$ cat config.mk
export PLATFORM = sky130hd
export DESIGN_NAME = muldiv_unit_flat
export DESIGN_NICKNAME = d
export VERILOG_FILES = /design/src/rtl/muldiv_unit_if.sv /design/src/rtl/muldiv_unit.sv /design/src/flat_wrapper.sv
export SDC_FILE = /design/constraint.sdc
export NUM_CORES = 1
export LEC_CHECK = 0
export CORE_ASPECT_RATIO = 1.1
export CORE_UTILIZATION = 50
export CTS_CLUSTER_DIAMETER = 150
export DETAILED_ROUTE_END_ITERATION = 10
export PLACE_DENSITY_LB_ADDON = 0.25
export SLEW_MARGIN = 20
export SYNTH_ARGS = -nofsm -noshare
export SYNTH_HDL_FRONTEND = slang
export SYNTH_SLANG_ARGS = --single-unit
export TNS_END_PERCENT = 100
$ cat constraint.sdc
create_clock -name clk -period 9.1 [get_ports clk]
set_input_delay 1.82 -clock clk [delete_from_list [all_inputs] [get_ports clk]]
set_output_delay 1.82 -clock clk [all_outputs]
set_load 0.01 [all_outputs]
$ cat src/rtl/muldiv_unit_if.sv
// Operand/result bundle between the register-file read ports, the multiply/divide unit
// and the register-file write port.
interface muldiv_unit_if #(
    parameter int WIDTH = 32
);
    logic             start;
    logic [1:0]       op;
    logic [WIDTH-1:0] opa;
    logic [WIDTH-1:0] opb;
    logic [4:0]       dest;
    logic             busy;
    logic             done;
    logic [4:0]       wb_addr;
    logic [WIDTH-1:0] wb_data;

    modport master (
        output start, op, opa, opb, dest,
        input  busy, done, wb_addr, wb_data
    );

    modport slave (
        input  start, op, opa, opb, dest,
        output busy, done, wb_addr, wb_data
    );
endinterface

$ cat src/rtl/muldiv_unit.sv
// Iterative unsigned multiply/divide unit, one bit per cycle, start/busy/done handshake.
// Define MULDIV_DIV_EN to build the DIVU/REMU datapath; otherwise divides complete with no write.
module muldiv_unit #(
    parameter int WIDTH = 32
) (
    input  logic           clk,
    input  logic           rst,
    muldiv_unit_if.slave   bus
);
    localparam logic [4:0] LAST = 5'(WIDTH - 1);

    typedef enum logic [1:0] {
        IDLE,
        RUN,
        DONE
    } state_t;

    state_t             state;
    logic [4:0]         count;
    logic               busy_q;
    logic               done_q;
    logic [4:0]         wb_addr_q;
    logic [WIDTH-1:0]   wb_data_q;

    logic [1:0]         op_q;
    logic [WIDTH-1:0]   opa_q;
    logic [4:0]         dest_q;
    logic [2*WIDTH-1:0] acc;
    logic [WIDTH-1:0]   shreg;

    logic [WIDTH:0]     mul_sum;
    logic [2*WIDTH-1:0] acc_next;
    logic [WIDTH-1:0]   sh_next;
    logic [WIDTH-1:0]   result;

`ifdef MULDIV_DIV_EN
    logic [WIDTH-1:0]   opb_q;
    logic [WIDTH:0]     div_shift;
    logic [WIDTH:0]     div_trial;
    logic               div_ge;
    logic               opb_zero;
`endif

    // For a multiply, shreg holds the multiplier shifting right; for a divide it holds the
    // dividend shifting left while quotient bits enter from the bottom. The partial
    // remainder lives in the upper half of acc and always stays below the divisor, so
    // bit WIDTH of the 33-bit trial difference is the borrow.
    always_comb begin
        mul_sum  = {1'b0, acc[2*WIDTH-1:WIDTH]} + {1'b0, opa_q & {WIDTH{shreg[0]}}};
        acc_next = {mul_sum, acc[WIDTH-1:1]};
        sh_next  = {1'b0, shreg[WIDTH-1:1]};
`ifdef MULDIV_DIV_EN
        opb_zero  = (opb_q == '0);
        div_shift = {acc[2*WIDTH-1:WIDTH], shreg[WIDTH-1]};
        div_trial = div_shift - {1'b0, opb_q};
        div_ge    = ~div_trial[WIDTH];
        if (op_q[1]) begin
            acc_next = {(div_ge ? div_trial[WIDTH-1:0] : div_shift[WIDTH-1:0]), {WIDTH{1'b0}}};
            sh_next  = {shreg[WIDTH-2:0], div_ge};
        end
`endif
        result = acc_next[2*WIDTH-1:WIDTH];
        case (op_q)
            2'b00:   result = acc_next[WIDTH-1:0];
`ifdef MULDIV_DIV_EN
            2'b10:   result = opb_zero ? {WIDTH{1'b1}} : sh_next;
            2'b11:   result = opb_zero ? opa_q : acc_next[2*WIDTH-1:WIDTH];
`endif
            default: ;
        endcase
    end

    // Operand capture on accept and one iteration per RUN cycle; no reset needed because
    // every operation starts by loading these registers.
    always_ff @(posedge clk) begin
        if (state == IDLE && bus.start) begin
            op_q   <= bus.op;
            opa_q  <= bus.opa;
            dest_q <= bus.dest;
            acc    <= '0;
`ifdef MULDIV_DIV_EN
            opb_q  <= bus.opb;
            shreg  <= bus.op[1] ? bus.opa : bus.opb;
`else
            shreg  <= bus.opb;
`endif
        end else if (state == RUN) begin
            acc   <= acc_next;
            shreg <= sh_next;
        end
    end

    // Control FSM with registered handshake and write-port outputs.
    always_ff @(posedge clk) begin
        if (rst) begin
            state     <= IDLE;
            count     <= '0;
            busy_q    <= 1'b0;
            done_q    <= 1'b0;
            wb_addr_q <= '0;
            wb_data_q <= '0;
        end else begin
            case (state)
                IDLE: begin
                    if (bus.start) begin
                        count <= '0;
`ifdef MULDIV_DIV_EN
                        state  <= RUN;
                        busy_q <= 1'b1;
`else
                        if (bus.op[1]) begin
                            state     <= DONE;
                            done_q    <= 1'b1;
                            wb_addr_q <= '0;
                        end else begin
                            state  <= RUN;
                            busy_q <= 1'b1;
                        end
`endif
                    end
                end
                RUN: begin
                    count <= count + 5'd1;
                    if (count == LAST) begin
                        state     <= DONE;
                        busy_q    <= 1'b0;
                        done_q    <= 1'b1;
                        wb_addr_q <= dest_q;
                        wb_data_q <= result;
                    end
                end
                DONE: begin
                    state     <= IDLE;
                    done_q    <= 1'b0;
                    wb_addr_q <= '0;
                end
                default: begin
                    state     <= IDLE;
                    busy_q    <= 1'b0;
                    done_q    <= 1'b0;
                    wb_addr_q <= '0;
                end
            endcase
        end
    end

    assign bus.busy    = busy_q;
    assign bus.done    = done_q;
    assign bus.wb_addr = wb_addr_q;
    assign bus.wb_data = wb_data_q;
endmodule

$ cat src/flat_wrapper.sv
// flat-port wrapper written by rule: the top's interface ports become plain ports
module muldiv_unit_flat 
#(
    parameter int WIDTH = 32
)
  (clk, rst, bus_start, bus_op, bus_opa, bus_opb, bus_dest, bus_busy, bus_done, bus_wb_addr, bus_wb_data);
  muldiv_unit_if #(.WIDTH(WIDTH)) bus_i ();
  input  logic clk;
  input  logic rst;
  input wire logic [$bits(bus_i.start)-1:0] bus_start;
  input wire logic [$bits(bus_i.op)-1:0] bus_op;
  input wire logic [$bits(bus_i.opa)-1:0] bus_opa;
  input wire logic [$bits(bus_i.opb)-1:0] bus_opb;
  input wire logic [$bits(bus_i.dest)-1:0] bus_dest;
  output wire logic [$bits(bus_i.busy)-1:0] bus_busy;
  output wire logic [$bits(bus_i.done)-1:0] bus_done;
  output wire logic [$bits(bus_i.wb_addr)-1:0] bus_wb_addr;
  output wire logic [$bits(bus_i.wb_data)-1:0] bus_wb_data;
  assign bus_i.start = bus_start;
  assign bus_i.op = bus_op;
  assign bus_i.opa = bus_opa;
  assign bus_i.opb = bus_opb;
  assign bus_i.dest = bus_dest;
  assign bus_busy = bus_i.busy;
  assign bus_done = bus_i.done;
  assign bus_wb_addr = bus_i.wb_addr;
  assign bus_wb_data = bus_i.wb_data;
  muldiv_unit #(.WIDTH(WIDTH)) u_core (.clk(clk), .rst(rst), .bus(bus_i));
endmodule
==> metrics.cfg <==
[setup_path]
rr_startpoint = u_core.shreg[0]
crit_buf_inv = 5
reg2reg_depth = 12
setup.worst_path.start = bus_start
rr_endpoint = u_core.bus.wb_data[31]
r2r_slack_ns = 5.24
cp-start-kind = primary input
cp-end-kind = register
worst-setup-path-type = in -> reg
path_cells = clkdlybuf4s50_1, nand2_2, buf_4, clkinv_2, nor2_1, inv_1, buf_4
cp_top_family = buffers and inverters
crit_path_frequent_cell = buf_4
critical_path_required_ns = 9.25
critPathSlowestCell = nor2_1
critPathMaxStageDelay_ns = 0.76
cp_num_cells = 7
setup.worst_path.end = u_core.shreg[0]
cp.arrival_ns = 4.20
path_max_fanout = 56

[synthesis]
ys_ff_latch = 180
seq_area_frac_synth_pct = 51.0
synth_warnings = 0
syn_nets = 1048
synthDistinctLibCells = 59
async_flop_share_pct = 0
syn_area_per_cell_um2 = 9.01
synth_edf_count = 71
synthCells = 939
synth_ff_type = dfxtp_1
syn_area_mm2 = 0.00846

[placed_design]
dp_cells = 1203
place_congestion = 0.861
place_hpwl_mm = 13.1
io_buffers = 112
place_area_mm2 = 0.00969
place_ws_ns = 4.64

[drt]
drt-total-wl_mm = 19.9
dr.first_iter.drc_count = 558
routed_via_density = 5.61
drtPass1Iterations = 5
ant_nets = 0
drc = 0
route.detailed.wl_per_inst_um = 16.1
dr_total_vias = 6930

[die]
io_pins = 113
core_mm2 = 0.0164
die_w_um = 126
die_y_um = 138
die-area_mm2 = 0.0175
start_util_pct = 51.5
num_rows = 49

[finish]
instances_no_fill = 1235
nNetsFinal = 1127
drive_gt1_share_pct = 5.24
final_area_mm2 = 0.0102
utilization_pct = 62.3
syn_to_final_growth_pct = 21.0
antenna_cells = 0
fillers = 1423

[min_path]
hp-class = reg -> reg
worstHoldStart = u_core.bus.wb_addr[2]

[clock_network]
cts_hold_buf = 0
cts_setup_buffers = 0
clk_latency_ns = 0.44
path_clk_slew_ns = 0.07
cts_tree = built
clock-sinks = 180
cts_buffer_depth = 2
cts_resized = 0
clockRootBuffer = clkbuf_16
htree_num_levels = 4
numCtsBuffers = 17

[global_routing]
grt_pass1_vias = 6521
track_usage_pct = 23.5
antenna_found_initial = 1
overflow = 0
grt_max_degree = 103
grt_pass1_wl_mm = 32.4

[timing]
hold_viol_final = 0
finalClockSkew_ns = 0.0126
fmax_mhz = 247
setup-tns-final_ns = 0
finalMaxSlewViolations = 0
setup_violations = 0
min_period_ns = 4.04
layout_setup_ws_ns = 5.06
rsz0062_at_grt = false
worst_pin_slew_ns = 0.954
max_slew_margin_pct = 36.2
period_share_pct = 44.4

[power]
power.internal_mw = 1.39
power.density_mw_per_mm2 = 192
ir_drop_uv = 144
power_switching_uw = 576
switching_share_pct = 29.3
p_leak_nw = 3.96
pwr-share-clk_pct = 35.2
seqPwrFrac_pct = 47.4
power_frac_comb_pct = 17.4

[job]
maxCapViolCount = 0

[status]
status = complete, no violations

## cells by family after synthesis
group | after synthesis | share of synthesized area (%)
AND/OR/NAND/NOR | 374 | 19.6
flip-flops | 180 | 51.0
AO/OA/AOI/OAI | 247 | 17.6
adder cells (fa/ha/maj) | 35 | 5.26
XOR/XNOR | 29 | 3.00
multiplexers | 2 | 0.237
buffers and inverters | 72 | 3.28
## per-layer routing
metal  track usage (%)  share of wire, %  vias to the layer above
li1                  -                 -                     3456
met1              30.5                44                     3238
met2              38.6                48                      200
met3              4.72               4.9                       36
met4              9.45               2.7                        0
met5                 0                 0                        -
## synth_stat cells, types with 3 or more instances
cell	instances	area, um^2
nand2_1	217	815
dfxtp_1	109	2180
o21ai_0	95	475
edfxtp_1	71	2130
a21oi_1	68	340
clkbuf_1	49	184
nor2_1	45	169
and2_1	36	225
ha_1	34	425
nand3_1	29	145
xnor2_1	16	140
xor2_1	13	114
o211ai_1	12	90.1
inv_1	11	41.3
nand4_1	10	62.6
a21o_1	8	60.1
o21bai_1	8	60.1
a22o_1	7	61.3
a31oi_1	7	43.8
and3_1	7	43.8
nor3_1	7	35.0
buf_2	6	30.0
buf_1	5	18.8
nand2b_1	5	31.3
o21a_1	5	37.5
o21ai_1	5	25.0
a211oi_1	4	30.0
a2111oi_0	3	26.3
a311oi_1	3	26.3
nand3b_1	3	22.5
nor3b_1	3	22.5
o211a_1	3	30.0
## how the worst min path moves through the flow
stage,cells after the start,endpoint,slack (ns)
floorplan,2,u_core.acc[38],0.43
global placement,2,u_core.acc[60],0.45
detailed placement,2,u_core.bus.wb_addr[1],0.45
CTS,2,u_core.bus.wb_addr[3],0.46
global route,2,u_core.acc[51],0.48
finish,2,u_core.bus.wb_addr[2],0.46
## power groups by stage
stage | clock [mW] | sequential, mW | combinational [mW]
floorplan | 0 | 0.937 | 0.232
global placement | 0 | 0.947 | 0.336
detailed placement | 0 | 0.948 | 0.339
CTS | 0.704 | 0.931 | 0.343
global route | 0.733 | 0.936 | 0.379
finish | 0.692 | 0.931 | 0.341
## registers in the layout (all words and copies together), names as in the netlist, 2 cells and up
| name | flops |
|---|---|
| u_core.op_q | 2 |
| u_core.acc | 63 |
| u_core.state | 2 |
| u_core.shreg | 32 |
| u_core.bus.wb_data | 32 |
| u_core.dest_q | 5 |
| u_core.bus.wb_addr | 5 |
| u_core.opa_q | 32 |
| u_core.count | 5 |
## stage by stage
stage                     power [mW]  hold slack [ns]
after floorplan                 1.17            0.432
after global placement          1.28            0.446
after detailed placement        1.29            0.450
after CTS                       1.98            0.465
after global routing            2.05            0.479
final                           1.96            0.464
## worst register-to-register path, cell delays in order, from the launching register on
cell and delay [ns]:
edfxtp_1 0.78, and2_1 0.36, ha_1 0.22, fa_1 0.41
a21oi_1 0.27, o211ai_1 0.20, nand3b_1 0.22, nand3_1 0.12
a221oi_2 0.37, o21ai_1 0.19, a41oi_2 0.26, a2111oi_1 0.12
a31o_1 0.23
## final cells by class
cell class              count  area, um^2  area share, %
clock buffers              17         425           4.15
flip-flops and latches    180        4310           42.1
well taps                 204         255           2.49
repair buffers            120        1180           11.6
clock inverters            15         125           1.22
multi-input cells         687        3890           38.0
inverters                  12        46.3          0.452
## cell usage in the layout (no fill, tap or decap), types with 8 or more instances in the layout
master,instances
nand2_1,216
clkdlybuf4s50_1,112
dfxtp_1,109
o21ai_0,95
edfxtp_1,71
a21oi_1,68
nor2_1,43
and2_1,36
ha_1,34
nand3_1,29
clkbuf_16,17
xnor2_1,16
xor2_1,13
o211ai_1,12
inv_1,10
nand4_1,10
a21o_1,8
o21bai_1,8
Note: power is estimated with default switching activity, not from simulation.
